--- config.mk ---
export PLATFORM = sky130hd
export DESIGN_NAME = uart_rx
export DESIGN_NICKNAME = d
export VERILOG_FILES = /design/src/rtl/uart_pkg.sv /design/src/rtl/uart_tick_gen.sv /design/src/rtl/uart_rx.sv
export SDC_FILE = /design/constraint.sdc
export NUM_CORES = 1
export LEC_CHECK = 0
export BUFFER_PORTS_ARGS = -buffer_cell sky130_fd_sc_hd__buf_2
export CORE_UTILIZATION = 57
export CTS_CLUSTER_SIZE = 12
export DETAILED_ROUTE_END_ITERATION = 12
export PLACE_DENSITY = 0.76
export SETUP_SLACK_MARGIN = 0.3
export SLEW_MARGIN = 20
export SYNTH_ARGS = -nofsm -noshare
export SYNTH_HDL_FRONTEND = slang
export SYNTH_SLANG_ARGS = --single-unit
--- constraint.sdc ---
create_clock -name clk_in -period 2.45 [get_ports clk_in]
set_input_delay 0.3675 -clock clk_in [delete_from_list [all_inputs] [get_ports clk_in]]
set_output_delay 0.3675 -clock clk_in [all_outputs]
set_load 0.01 [all_outputs]
--- src/rtl/uart_pkg.sv ---
// Shared constants and FSM encoding for the P8 UART receive and transmit paths.
// Both directions use 16x oversampling of an 8N1 frame.
package uart_pkg;

  localparam int UART_OVERSAMPLE = 16;
  localparam int UART_DATA_BITS  = 8;
  localparam int UART_MID_TICK   = 8;

  localparam int UART_TICK_W = $clog2(UART_OVERSAMPLE);
  localparam int UART_BIT_W  = $clog2(UART_DATA_BITS);

  typedef enum logic [2:0] {
    ST_IDLE,
    ST_START,
    ST_DATA,
    ST_STOP,
    ST_BREAK
  } uart_state_e;

  // True on the tick that completes the n-th oversample period of the current count.
  function automatic logic tick_is(input logic tick, input logic [UART_TICK_W-1:0] cnt,
                                   input int n);
    return tick && (cnt == UART_TICK_W'(n - 1));
  endfunction

endpackage

--- src/rtl/uart_tick_gen.sv ---
// Oversample tick divider: one-cycle tick every TICK_DIV cycles, restartable
// so the sampling phase can be aligned to a detected start edge.
module uart_tick_gen #(
  parameter int TICK_DIV = 27
) (
  input  logic clk_in,
  input  logic sys_rstn,
  input  logic restart,
  output logic tick
);

  localparam int W = (TICK_DIV > 1) ? $clog2(TICK_DIV) : 1;
  localparam logic [W-1:0] LAST = W'(TICK_DIV - 1);

  logic [W-1:0] cnt;

  // NOTE: sequential state uses non-blocking assignments so every flop samples
  // pre-edge values regardless of process ordering.
  always_ff @(posedge clk_in) begin
    if (!sys_rstn) begin
      cnt <= '0;
    end else if (restart || cnt == LAST) begin
      cnt <= '0;
    end else begin
      cnt <= cnt + 1'b1;
    end
  end

  assign tick = (cnt == LAST) && !restart;

endmodule

--- src/rtl/uart_rx.sv ---
// 8N1 UART receiver with 16x oversampling, mid-bit start re-check, a one-entry
// holding register and sticky framing-error / overrun flags.
module uart_rx
  import uart_pkg::*;
#(
  parameter int TICK_DIV = 27
) (
  input  logic       clk_in,
  input  logic       sys_rstn,
  input  logic       uart_rxd,
  output logic [7:0] rx_data,
  output logic       rx_valid,
  input  logic       rx_ack,
  output logic       frame_err,
  output logic       overrun,
  input  logic       err_clr,
  output logic       busy
);

  uart_state_e state, next_state;

  logic rxd_meta, rxd_sync, rxd_prev;
  logic fall, restart, tick;
  logic mid_tick, last_tick;
  logic sample_data, stop_good, stop_bad;

  logic [UART_TICK_W-1:0]    tick_cnt;
  logic [UART_BIT_W-1:0]     bit_cnt;
  logic [UART_DATA_BITS-1:0] shift_reg;

  // The raw line is asynchronous; only rxd_sync may feed decisions.
  always_ff @(posedge clk_in) begin
    if (!sys_rstn) begin
      rxd_meta <= 1'b1;
      rxd_sync <= 1'b1;
      rxd_prev <= 1'b1;
    end else begin
      rxd_meta <= uart_rxd;
      rxd_sync <= rxd_meta;
      rxd_prev <= rxd_sync;
    end
  end

  assign fall    = rxd_prev && !rxd_sync;
  assign restart = (state == ST_IDLE) && fall;

  uart_tick_gen #(
    .TICK_DIV (TICK_DIV)
  ) u_tick_gen (
    .clk_in   (clk_in),
    .sys_rstn (sys_rstn),
    .restart  (restart),
    .tick     (tick)
  );

  assign mid_tick  = tick_is(tick, tick_cnt, UART_MID_TICK);
  assign last_tick = tick_is(tick, tick_cnt, UART_OVERSAMPLE);

  always_ff @(posedge clk_in) begin
    if (!sys_rstn) begin
      state <= ST_IDLE;
    end else begin
      state <= next_state;
    end
  end

  // NOTE: every signal written here gets a default first so no path through the
  // case leaves it unassigned, which would otherwise infer a latch.
  always_comb begin
    next_state  = state;
    sample_data = 1'b0;
    stop_good   = 1'b0;
    stop_bad    = 1'b0;
    unique case (state)
      ST_IDLE: begin
        if (fall) next_state = ST_START;
      end
      ST_START: begin
        // A line back high at mid start bit was a glitch, not a frame.
        if (mid_tick) next_state = rxd_sync ? ST_IDLE : ST_DATA;
      end
      ST_DATA: begin
        if (last_tick) begin
          sample_data = 1'b1;
          if (bit_cnt == UART_BIT_W'(UART_DATA_BITS - 1)) next_state = ST_STOP;
        end
      end
      ST_STOP: begin
        if (last_tick) begin
          if (rxd_sync) begin
            stop_good  = 1'b1;
            next_state = ST_IDLE;
          end else begin
            stop_bad   = 1'b1;
            next_state = ST_BREAK;
          end
        end
      end
      ST_BREAK: begin
        if (rxd_sync) next_state = ST_IDLE;
      end
      default: next_state = ST_IDLE;
    endcase
  end

  // Tick count restarts at every state change so DATA/STOP count from mid-bit.
  always_ff @(posedge clk_in) begin
    if (!sys_rstn) begin
      tick_cnt <= '0;
    end else if (state == ST_IDLE || state != next_state) begin
      tick_cnt <= '0;
    end else if (tick) begin
      tick_cnt <= tick_cnt + 1'b1;
    end
  end

  always_ff @(posedge clk_in) begin
    if (!sys_rstn) begin
      bit_cnt   <= '0;
      shift_reg <= '0;
    end else begin
      if (state != ST_DATA) begin
        bit_cnt <= '0;
      end else if (sample_data) begin
        bit_cnt <= bit_cnt + 1'b1;
      end
      if (sample_data) shift_reg <= {rxd_sync, shift_reg[UART_DATA_BITS-1:1]};
    end
  end

  // A simultaneous ack frees the holding register in time for the new byte.
  always_ff @(posedge clk_in) begin
    if (!sys_rstn) begin
      rx_data  <= '0;
      rx_valid <= 1'b0;
    end else if (stop_good && (!rx_valid || rx_ack)) begin
      rx_data  <= shift_reg;
      rx_valid <= 1'b1;
    end else if (rx_ack) begin
      rx_valid <= 1'b0;
    end
  end

  // New error events take priority over err_clr.
  always_ff @(posedge clk_in) begin
    if (!sys_rstn) begin
      frame_err <= 1'b0;
      overrun   <= 1'b0;
    end else begin
      if (stop_bad)     frame_err <= 1'b1;
      else if (err_clr) frame_err <= 1'b0;
      if (stop_good && rx_valid && !rx_ack) overrun <= 1'b1;
      else if (err_clr)                     overrun <= 1'b0;
    end
  end

  always_ff @(posedge clk_in) begin
    if (!sys_rstn) begin
      busy <= 1'b0;
    end else begin
      busy <= (next_state != ST_IDLE);
    end
  end

endmodule
# Word-level counts from Yosys, hierarchy flattened
# Index checks and enable logic that the tools add are counted.
# op_classes
addsub	3
n_eq_ne	10
muxes	22
bitwise	1
n_reduce_logical	23
# op_table
cell	n
3-bit 2-to-1 mux	7
3-bit case mux with 5 select lines	1
1-bit 2-to-1 mux	13
1-bit logical AND	8
3-bit by 2-bit == test with 1-bit output, second input constant	2
3-bit == test, second input constant	2
2-bit nonzero test	3
2-bit OR reduction	3
5-bit by 1-bit adder with 5-bit output, second input constant	1
5-bit == test, second input constant	1
4-bit by 1-bit adder with 4-bit output, second input constant	1
4-bit by 3-bit == test with 1-bit output, second input constant	1
4-bit == test, second input constant	1
1-bit zero test	4
3-bit by 1-bit adder with 3-bit output, second input constant	1
3-bit by 1-bit == test with 1-bit output, second input constant	1
3-bit zero test	1
1-bit logical OR	3
3-bit by 2-bit inequality test with 1-bit output, second input constant	1
3-bit inequality test	1
3-bit nonzero test	1
2-bit 2-to-1 mux	1
1-bit inverter	1
# word_totals
regBits	38
inputBits	5
elab_cells	72

# Longest topological paths before layout
# Gate-level depths: netlist (run 1).
# depth
word_depth	11
depth_mapped	7
depth_no_buf	6

# Modules after synthesis
# A second synthesis (run 1) with hierarchy kept.
# hier_totals
cells_unflattened	170
hier_area_um2	1635.3
# modules_own_cells
module	instances	cells_each	area_each_um2	seq_area_each_um2
uart_rx	1	149	1427.6	660.6
uart_tick_gen	1	21	207.7	100.1

# Least setup slack after synthesis (run 1)
# Ideal clock, no wire load.
# synth_timing
path_type	register to register
from	register u_tick_gen.cnt[0]
to	register rx_data[0]
arrival_time_ns	1.598
required_time_ns	2.334
path_slack_ns	0.736
stages_incl_launch_ff	7
path_buffers	0
path_cell_list	dfxtp_1 inv_1 ha_1 nand4b_4 nor4_4 mux2i_1 nor2b_1
# synth_via
elab_chain_len	6
# synth_lines
element	line	rtl
start: declaration	uart_tick_gen.sv:15	logic [W-1:0] cnt;
start signal: assignment	uart_tick_gen.sv:25	cnt <= cnt + 1'b1;
5-bit == test	uart_tick_gen.sv:29	assign tick = (cnt == LAST) && !restart;
1-bit logical AND	uart_tick_gen.sv:29	
1-bit logical AND	uart_pkg.sv:23	return tick && (cnt == UART_TICK_W'(n - 1));
1-bit 2-to-1 mux	uart_rx.sv:89	if (last_tick) begin
1-bit 2-to-1 mux	uart_rx.sv:74	unique case (state)
1-bit logical AND	uart_rx.sv:136	end else if (stop_good && (!rx_valid || rx_ack)) begin
end signal: assignment	uart_rx.sv:137	rx_data <= shift_reg;
end: declaration	uart_rx.sv:11	output logic [7:0] rx_data,
# No other way between the ends.
# A chain may end at the register's enable or synchronous reset.

# Worst setup path in the final report (run 1)
# layout_timing
from	register u_tick_gen.cnt[0]
to	register shift_reg[4]
# layout_via
elab_chain_len	5
# layout_lines
element	line	rtl
5-bit == test	uart_tick_gen.sv:29	
1-bit logical AND	uart_tick_gen.sv:29	
1-bit logical AND	uart_pkg.sv:23	
1-bit 2-to-1 mux	uart_rx.sv:83	if (last_tick) begin
1-bit 2-to-1 mux	uart_rx.sv:74	
end signal: assignment	uart_rx.sv:127	if (sample_data) shift_reg <= {rxd_sync, shift_reg[UART_DATA_BITS-1:1]};
end: declaration	uart_rx.sv:29	logic [UART_DATA_BITS-1:0] shift_reg;
# No other way between the ends.

==> results of run 1 <==
## cells in the final DEF (no fill, tap or decap), drive strengths merged, types with 3 or more instances in the layout
cell,netlist,layout
o21a,3,3
nand2,4,4
nor4,3,3
nand3,9,9
o21ai,5,5
nand2b,3,3
ha,5,5
nor2,14,14
dfxtp,38,38
mux2i,17,17
xnor2,5,5
clkbuf,6,6
inv,4,4
a31oi,3,3
a21oi,7,7
nor3,5,5
buf,5,18
nor2b,21,21
## timing repair
| action | in CTS | in global routing |
|---|---|---|
| setup endpoints to repair | 0 | 1 |
| setup buffers | 0 | 1 |
| endpoints found under the hold margin | 0 | 0 |
## logic make-up after synthesis
group	count (synthesis)	synth area share, %
AO/OA/AOI/OAI	25	9.14
XOR/XNOR	7	3.55
adder cells (fa/ha/maj)	5	3.63
buffers and inverters	15	3.77
flip-flops	38	44.1
multiplexers	17	9.86
AND/OR/NAND/NOR	73	26.0
## final timing paths
path / endpoint / from / cells past startpoint
min: rxd_meta / uart_rxd / 2
min reg2reg: rxd_sync / rxd_meta / 1
max reg2reg: shift_reg[4] / u_tick_gen.cnt[0] / 7
max: shift_reg[4] / u_tick_gen.cnt[0] / 7
## per-layer routing
layer  global-route usage (%)  vias up  share of wire (%)
met4                     13.6        0                2.4
met5                        0        -                  0
met1                     25.0      604                 44
li1                         -      662                  -
met3                     4.76        8                5.5
met2                     33.8       43                 48
## through the flow
stage                     power [mW]  cell area (µm²)  utilization (%)  hold slack (ps)  setup slack, ps
after floorplan                0.676             1730                -              386              736
after global placement         0.684             1810             64.5              389              554
after detailed placement       0.686             1810             64.5              391              452
after CTS                       1.03             1870             66.7              190              439
after global routing            1.06             1890             67.4              192              522
final                           1.01             1890             67.4              201              636
## synth_stat cells, drive strengths merged (5+ instances only)
| cell | count |
|---|---|
| buf | 5 |
| nand3 | 9 |
| nor3 | 5 |
| a21oi | 7 |
| mux2i | 17 |
| dfxtp | 38 |
| clkbuf | 6 |
| nor2 | 14 |
| o21ai | 5 |
| nor2b | 21 |
| xnor2 | 5 |
| ha | 5 |
## final cells by class
type | instances | area [µm²] | area share [%]
multi-input combinational | 127 | 906 | 47.9
sequential | 38 | 761 | 40.2
timing repair buffer | 18 | 108 | 5.69
clock buffer | 6 | 51.3 | 2.71
tap | 31 | 38.8 | 2.05
inverter | 4 | 15.0 | 0.794
clock inverter | 2 | 12.5 | 0.661
## power breakdown
group          switching, mW  total (mW)  internal [mW]  leakage (nW)
combinational         0.0209      0.0380         0.0171         0.349
clock                  0.203       0.340          0.138        0.0343
sequential           0.00873       0.634          0.625         0.307
total                  0.232        1.01          0.780         0.691
## critical path: cells and delay by family, from the launching register on
kind          cells  cell delay [ps]
fa+ha+maj         1              210
buf+inv           2              320
flops             1              350
mux               1              210
simple gates      3              620
==> metrics, run 1 <==
top-area cell type share of the netlist area=44.1%; DIE WIDTH=57.0 µm; Async S/R FF share, synth=0%; DRT Wirelength=3040 µm; Core Box Area=0.00281 mm²; HPWL Detailed=2130 µm; Area contributors post-synth=dfxtp_1 (44%), mux2i_1 (9.9%), nor2b_1 (7.6%); die area=0.00325 mm²; pin count of the biggest net entering global routing=29; Rows=19; Final period util=74.1%; top cell type by total area after synthesis=dfxtp_1; final hold violations=0; Static Leakage=0.691 nW; Setup TNS=0 ps; overall global routing resource usage=20.9%; via/cell ratio=5.83; r2r setup slk=640 ps; warning count from the yosys run=0; Seq/Total Area, Yosys=44.1%; first-pass GRT wire length=5220 µm; Worst slew margin=54.4%; WL/cell=13.4 µm; vias in the first global route=1,245; Max Freq=551 MHz; antenna viol nets, final=0; Die Ht=57.0 µm; maxcap violations=0; Starting Density=61.5%; Nets=204; crit-path max cell delay=360 ps; Final setup viols=0; Area Growth Syn to Fin=9.64%; crit-path cells=inv_1, ha_1, nand4b_4, nor4_2, buf_4, mux2i_1, nor2b_1; CP Max Fanout=8; outcome=finished, violations left; Clk pin slew, worst setup/hold paths=110 ps; Synth Flop Type=dfxtp_1; final std cells w/o fill=226; grt total ovfl=0; #FFs+latches synth=38; vias after detailed routing=1,317; syn_nets=190; Clock Path Buffers=2; CTS sink cnt=38; Slew Viols, Final=0; failing checks=design-rule violations; Netlist cell types=40; hold buffers post-CTS=0; post_cts resized=0; FILL cells=237; worst slew pin tran=683 ps; Worst Skew=7.95 ps; final weighted congestion in routability-driven placement=0.863; minimum clock period=1810 ps; CTS root buf=clkbuf_4; Clock Latency Late Sink=350 ps; Crit-path slowest cell=nor4_2; DRT iter0 DRCs=36; Critical Path Start Type=flop; Worst EP arrival=2070 ps; placed cells=217; Peak VDD IR=426 µV; critical path type=reg -> reg; RSZ-0062 raised after global routing=no; IO Pins=17; Crit path required time=2700 ps; # diodes=0; drt first pass iters=8; fraction of final layout cells sized beyond drive strength 1=15.9%; CTS tree=done; HP Class=in -> reg; DRC=2; CTS Buf Count=5; EDFF count, synth=0; pwr/cell area=535 mW/mm²; initial antenna violation count=0; Post-Synthesis Cells=180; crit end category=flop; Netlist Area Pre-Place=0.00173 mm²; IO Port Bufs=16; mean post-synth cell area=9.59 µm²; H-tree depth=2
Note: power is estimated with default switching activity, not from simulation.
==> run 2: changes to the inputs <==
Settings changed: CORE_UTILIZATION 57 to 52, PLACE_DENSITY 0.76 to 0.73.
Clock period 2.45 ns to 1.6 ns, I/O delays scaled along.
==> run 2 against run 1 <==
Net effect:
- the run now ends clean
- clock power up 84%
- global-route usage up 1.9 points
- sequential power up 52%
- largest cell class unchanged
==> metrics, run 2 (same netlist as run 1, synthesis figures left out) <==
outcome=finished, final reports clean; Worst EP arrival=1820 ps (-250 ps); most common cell after layout, fill and taps aside=dfxtp_1; IO Port Bufs=16 (unchanged); Final period util=99.8% (+26 points); Clock Latency Late Sink=340 ps (about the same); fin util=76.7% (+9.3 points); DRT iter0 DRCs=75 (+110%); Setup TNS=0 ps (unchanged); via/cell ratio=5.52 (-5.3%); vias in the first global route=1,366 (+9.7%); Crit path required time=1820 ps (-880 ps); RSZ-0062 raised after global routing=yes; Rows=20 (+1); most frequent cells in the layout=dfxtp_1 (30), nor2b_1 (21), buf_4 (18); overall global routing resource usage=22.8% (+1.9 points); Setup WS pre-CTS=1.63 ps (-451 ps); pin count of the biggest net entering global routing=25 (-14%); Area Growth Syn to Fin=37.9%; drt first pass iters=4 (-4); sequential share of power=56.8% (-5.8 points); Static Leakage=0.869 nW (+26%); placed cell area=0.00202 mm² (+12%); Worst slew margin=76.1% (+22 points); H-tree depth=2 (unchanged); Critical Path Start Type=flop; Worst Skew=5.95 ps (-2.00 ps); Clock Path Buffers=2 (unchanged); pwr/cell area=714 mW/mm² (+33%); DRT Wirelength=3890 µm (+28%); WL/cell=14.8 µm (+10%); HP Class=in -> reg; CTS sink cnt=38 (unchanged); Buf/Inv on CP=0 (-2); setup ws final=2.98 ps (-633 ps); crit-path max cell delay=540 ps (+180 ps); grt total ovfl=0 (unchanged); final weighted congestion in routability-driven placement=0.927 (+7.5%); CP top delay family=simple AND/OR/NAND/NOR gates; Final setup viols=0 (unchanged); Clk pin slew, worst setup/hold paths=110 ps (about the same); Max Freq=626 MHz (+14%); Peak VDD IR=524 µV (+23%); Nets=227 (+11%); initial antenna violation count=0 (unchanged); crit-path cells=or4b_4, a22o_1, a31oi_4, nor3_1; clock share of power=36.9% (+3.3 points); minimum clock period=1600 ps (-217 ps); die area=0.00355 mm² (+9.3%); Slew Viols, Final=0 (unchanged); FILL cells=228 (-3.8%); Crit-path slowest cell=or4b_4; first-pass GRT wire length=5980 µm (+15%); Starting Density=55.6% (-5.9 points); DRC=0 (-2); CTS root buf=clkbuf_4; Core Box Area=0.00310 mm² (+11%); crit end category=flop; NetSw=0.362 mW (+56%); CP Max Fanout=7 (-1); internal power=1.34 mW (+71%); switching share of power=21.3% (-1.6 points); design area=0.00238 mm² (+26%); Die Ht=59.6 µm (+4.5%); vias after detailed routing=1,446 (+9.8%); antenna viol nets, final=0 (unchanged); Comb pwr share=6.3% (+2.5 points); # diodes=0 (unchanged); final hold violations=0 (unchanged); DIE WIDTH=59.6 µm (+4.5%); CTS tree=done; IO Pins=17 (unchanged); Final Power=1.70 mW (+68%); HPWL Detailed=2500 µm (+17%); fraction of final layout cells sized beyond drive strength 1=42.7% (+27 points); critical path type=reg -> reg; CTS Buf Count=5 (unchanged); maxcap violations=0 (unchanged); worst slew pin tran=356 ps (-327 ps)
-- run 2: changes by cell type in the layout (fill, tap and decap cells not counted), moves of 3 or more --
cell / before / now
a21oi_2: 0 / 3
dfxtp_1: 38 / 30
a21oi_1: 7 / 4
o21ai_2: 0 / 3
nor2_1: 14 / 11
o21ai_0: 5 / 2
nor3_1: 5 / 2
buf_4: 1 / 18
ha_1: 5 / 2
dfxtp_2: 0 / 6
nor3_2: 0 / 3
buf_6: 0 / 5
-- run 2: final timing paths --
check | startpoint | end | slack [ps] | depth (start not counted)
min | uart_rxd | rxd_meta | 80 | 2
max | state[2] | tick_cnt[3] | 3 | 4
max reg2reg | state[2] | tick_cnt[3] | 3 | 4
min reg2reg | rxd_meta | rxd_sync | 420 | 1
-- run 2: routing by layer --
metal	vias to the layer above	wire [µm]	track usage [%]
li1	704	-	-
met1	693	1730	28.3
met2	43	1970	38.0
met3	6	157	5.90
met4	0	32	7.97
met5	-	0	0
-- run 2: power by group through the flow --
stage / logic (mW) / registers, mW / clock network, mW
3_5_place_dp: 0.0778 / 0.993 / 0
6_report: 0.106 / 0.966 / 0.627
2_1_floorplan: 0.0574 / 0.990 / 0
4_1_cts: 0.0902 / 0.969 / 0.641
3_3_place_gp: 0.0735 / 0.992 / 0
5_1_grt: 0.116 / 0.969 / 0.686
-- run 2: layout make-up --
cell class | count | area [µm²] | share of cell area, %
multi-input combinational | 127 | 1150 | 48.2
timing repair buffer | 41 | 312 | 13.1
clock inverter | 1 | 30.0 | 1.26
sequential | 38 | 776 | 32.6
clock buffer | 7 | 45.0 | 1.89
tap | 44 | 55.1 | 2.31
inverter | 4 | 15.0 | 0.631
-- run 2: per-stage QoR --
stage | hold WS, ps | std cells
global route | 85.5 | 262
detailed placement | 401 | 245
floorplan | 341 | 180
finish | 80.2 | 262
global placement | 404 | 245
CTS | 66.9 | 258
-- run 2: what timing repair did --
item | CTS | global route
hold buffers | 0 | 0
gates resized for setup | 10 | 36
setup endpoints to repair | 35 | 35
buffers inserted | 5 | 4
pin swaps | 1 | 9
==> run 3: changes to the inputs <==
Settings changed: ABC_AREA from default to 1, CORE_MARGIN from default to 1, CORE_UTILIZATION 52 to 51, PLACE_DENSITY 0.73 to 0.72.
==> run 3 against run 2 <==
Net effect:
- total power decreased by 7.2%
- largest power group unchanged
- routed wire length fell by 15%
- non-clock buffer count is 15 lower
- synthesized cell count rose by 18%
- largest cell class unchanged
- clock power fell by 18%
- setup slack improved by 63 ps
- count of clock-buffer cells in the layout stayed put
==> metrics, run 3 <==
top cell type by total area after synthesis=dfxtp_1; crit end category=flop; Starting Density=53.8% (-1.8 points); Clk pin slew, worst setup/hold paths=100 ps (about the same); met2 usage=31.2% (-6.9 points); most frequent cells in the layout=nor2_1 (39), dfxtp_1 (33), nand2_1 (23); final hold violations=0 (unchanged); Async S/R FF share, synth=0% (unchanged); CTS root buf=clkbuf_4; FF-to-FF End=rx_data[7]; via/cell ratio=4.91 (-11%); WL/cell=11.5 µm (-23%); cell with the most instances after synthesis=nor2_1; crit-path max cell delay=340 ps (-200 ps); Crit path required time=1840 ps (+20 ps); final std cells w/o fill=288 (+9.9%); Worst EP arrival=1780 ps (-40 ps); maxcap violations=0 (unchanged); Core Box Area=0.00308 mm² (-0.81%); # diodes=0 (unchanged); CTS tree=done; Rows=20 (unchanged); Setup TNS=0 ps (unchanged); Setup crit start=u_tick_gen.cnt[0]; EDFF count, synth=0 (unchanged); top-area cell type share of the netlist area=46.0% (+1.9 points); grt total ovfl=0 (unchanged); Critical Path Start Type=flop; largest family of logic cells by synthesized area=simple AND/OR/NAND/NOR gates; Worst Skew=6.09 ps (+0.138 ps); most common cell after layout, fill and taps aside=nor2_1; H-tree depth=2 (unchanged); DIE WIDTH=59.0 µm (-1.1%); Seq/Total Area, Yosys=46.0% (+1.9 points); post-synthesis xor/xnor area fraction=3.17% (-0.38 points); HP Class=in -> reg; vias in the first global route=1,225 (-10%); die area=0.00348 mm² (-2.1%); Most Used Layer, Global Route=met2; compound-gate portion of the synthesized area=10.6% (+1.4 points); CP Max Fanout=9 (+2); overall global routing resource usage=20.0% (-2.8 points); Clock Latency Late Sink=340 ps (about the same); first-pass GRT wire length=5170 µm (-14%); mux cell area share after synthesis=0% (-9.9 points); DRT Wirelength=3300 µm (-15%); Commonest cells post-synth=nor2_1 (41), dfxtp_1 (38), nand2_1 (30); Netlist Area Pre-Place=0.00166 mm² (-4.1%); #FFs+latches synth=38 (unchanged); initial antenna violation count=0 (unchanged); r2r setup slk=70 ps (+60 ps); worst slew pin tran=303 ps (-53.0 ps); critical path type=reg -> reg; final weighted congestion in routability-driven placement=0.843 (-9.1%); RSZ-0062 raised after global routing=yes; hold buffers post-CTS=0 (unchanged); adder-cell area share of the yosys netlist=3.78% (+0.15 points); placed cells=274 (+12%); met3 Track Usage GR=5.90% (unchanged); Worst slew margin=79.8% (+3.6 points); fraction of final layout cells sized beyond drive strength 1=33.6% (-9.1 points); M1 GR Usage=26.0% (-2.4 points); CTS sink cnt=38 (unchanged); Static Leakage=0.906 nW (+4.2%); drt first pass iters=4 (unchanged); Synth Flop Type=dfxtp_1; Peak VDD IR=729 µV (+39%); Area Growth Syn to Fin=23.1%; Netlist cell types=23 (-43%); pwr/cell area=774 mW/mm² (+8.4%); WHS Path Cells=2 (unchanged); DRT iter0 DRCs=26 (-65%); crit-path cells=inv_2, ha_4, nand2_4, nor2_4, nand3_4, inv_2, nand4_1, buf_6, o21ai_1, nor2_1; Max Freq=652 MHz (+4.1%); worst hold start=uart_rxd; Worst R2R Path Depth=10 (+6); fin util=66.2% (-10 points); minimum clock period=1530 ps (-62.6 ps); vias after detailed routing=1,414 (-2.2%); mean post-synth cell area=7.81 µm² (-19%); IO Pins=17 (unchanged); CTS Buf Count=5 (unchanged); outcome=finished, final reports clean; pin count of the biggest net entering global routing=21 (-16%); Final setup viols=0 (unchanged); Slew Viols, Final=0 (unchanged); Clock Path Buffers=2 (unchanged); antenna viol nets, final=0 (unchanged); IO Port Bufs=16 (unchanged); simple-gate share of the synthesized area=29.3% (+3.3 points); Post-Synthesis Cells=212 (+18%); Nets=253 (+11%); DRC=0 (unchanged); Final period util=95.9% (-3.9 points); warning count from the yosys run=0 (unchanged); Crit-path slowest cell=dfxtp_2; HPWL Detailed=2220 µm (-11%); syn_nets=222 (+17%); reg-to-reg startpoint=u_tick_gen.cnt[0]; hold path endpoint=rxd_meta; Die Ht=59.0 µm (-1.1%); Area contributors post-synth=dfxtp_1 (46%), nor2_1 (9.3%), nand2_1 (6.8%); cell repeated most along the worst path=inv_2
[run 3: cell count changes in the layout (fill, tap and decap cells not counted), sizes merged, moves of 3 or more]
| cell | change |
|---|---|
| nor4 | -3 |
| nor2 | +34 |
| a31oi | -3 |
| inv | +22 |
| nand2 | +30 |
| xnor2 | -3 |
| a21oi | +10 |
| buf | -15 |
| o21a | -3 |
| nor2b | -21 |
| nand2b | -3 |
| mux2i | -17 |
| o21ai | +13 |
[run 3: how the worst max path moves through the flow]
stage / end / slack, ps / depth (start not counted)
finish: rx_data[7] / 70 / 10
CTS: rx_data[7] / 80 / 10
floorplan: rx_data[0] / 170 / 9
detailed placement: rx_data[7] / 80 / 10
global placement: tick_cnt[0] / 110 / 11
global route: rx_data[3] / 0.1 / 10
[run 3: what timing repair did]
action | in CTS | in global routing
setup endpoints to repair | 29 | 30
gates cloned | 1 | 0
setup buffers | 5 | 0
resized for setup | 3 | 27
pin swaps | 3 | 10
[run 3: report_power, final]
part,total [mW],switching (mW),internal [mW]
Clock,0.515,0.302,0.213
Combinational,0.0974,0.0557,0.0417
Sequential,0.966,0.00940,0.957
Total,1.58,0.367,1.21
[run 3: logic make-up after synthesis]
family	after synthesis
and+or+nand+nor	98
xor gates and xnor gates	6
DFF	38
buffers and inverters	30
adders and majority gates	5
AOI/OAI and AO/OA	35
[run 3: cell type report]
type,instances,area [µm²]
Clock buffer,7,55.1
Clock inverter,1,5.00
Inverter,27,101
Fill cell,274,1040
Timing Repair Buffer,26,163
Multi-Input combinational cell,145,890
Tap cell,44,55.1
Sequential cell,38,769
[run 3: critical path: cells and delay by family, from the launching register on]
family	cells	cell delay (ps)
AOI/OAI and AO/OA	1	140
DFF	1	340
and+or+nand+nor	5	500
adders and majority gates	1	130
buffers and inverters	3	320
[run 3: through the flow]
step	setup slack (ps)	hold WS, ps	power (mW)	instance area [µm²]
after floorplan	173	347	1.05	1700
after global placement	106	396	1.07	1850
after detailed placement	81.9	405	1.07	1850
after CTS	75.9	63.8	1.59	1970
after global routing	0.133	72.8	1.64	2040
final	65.6	79.0	1.58	2040
[run 3: per-layer routing]
layer	routed length (µm)	share of wire [%]
met5	0	0
met4	54	1.6
met3	93	2.8
met2	1560	47
met1	1600	48
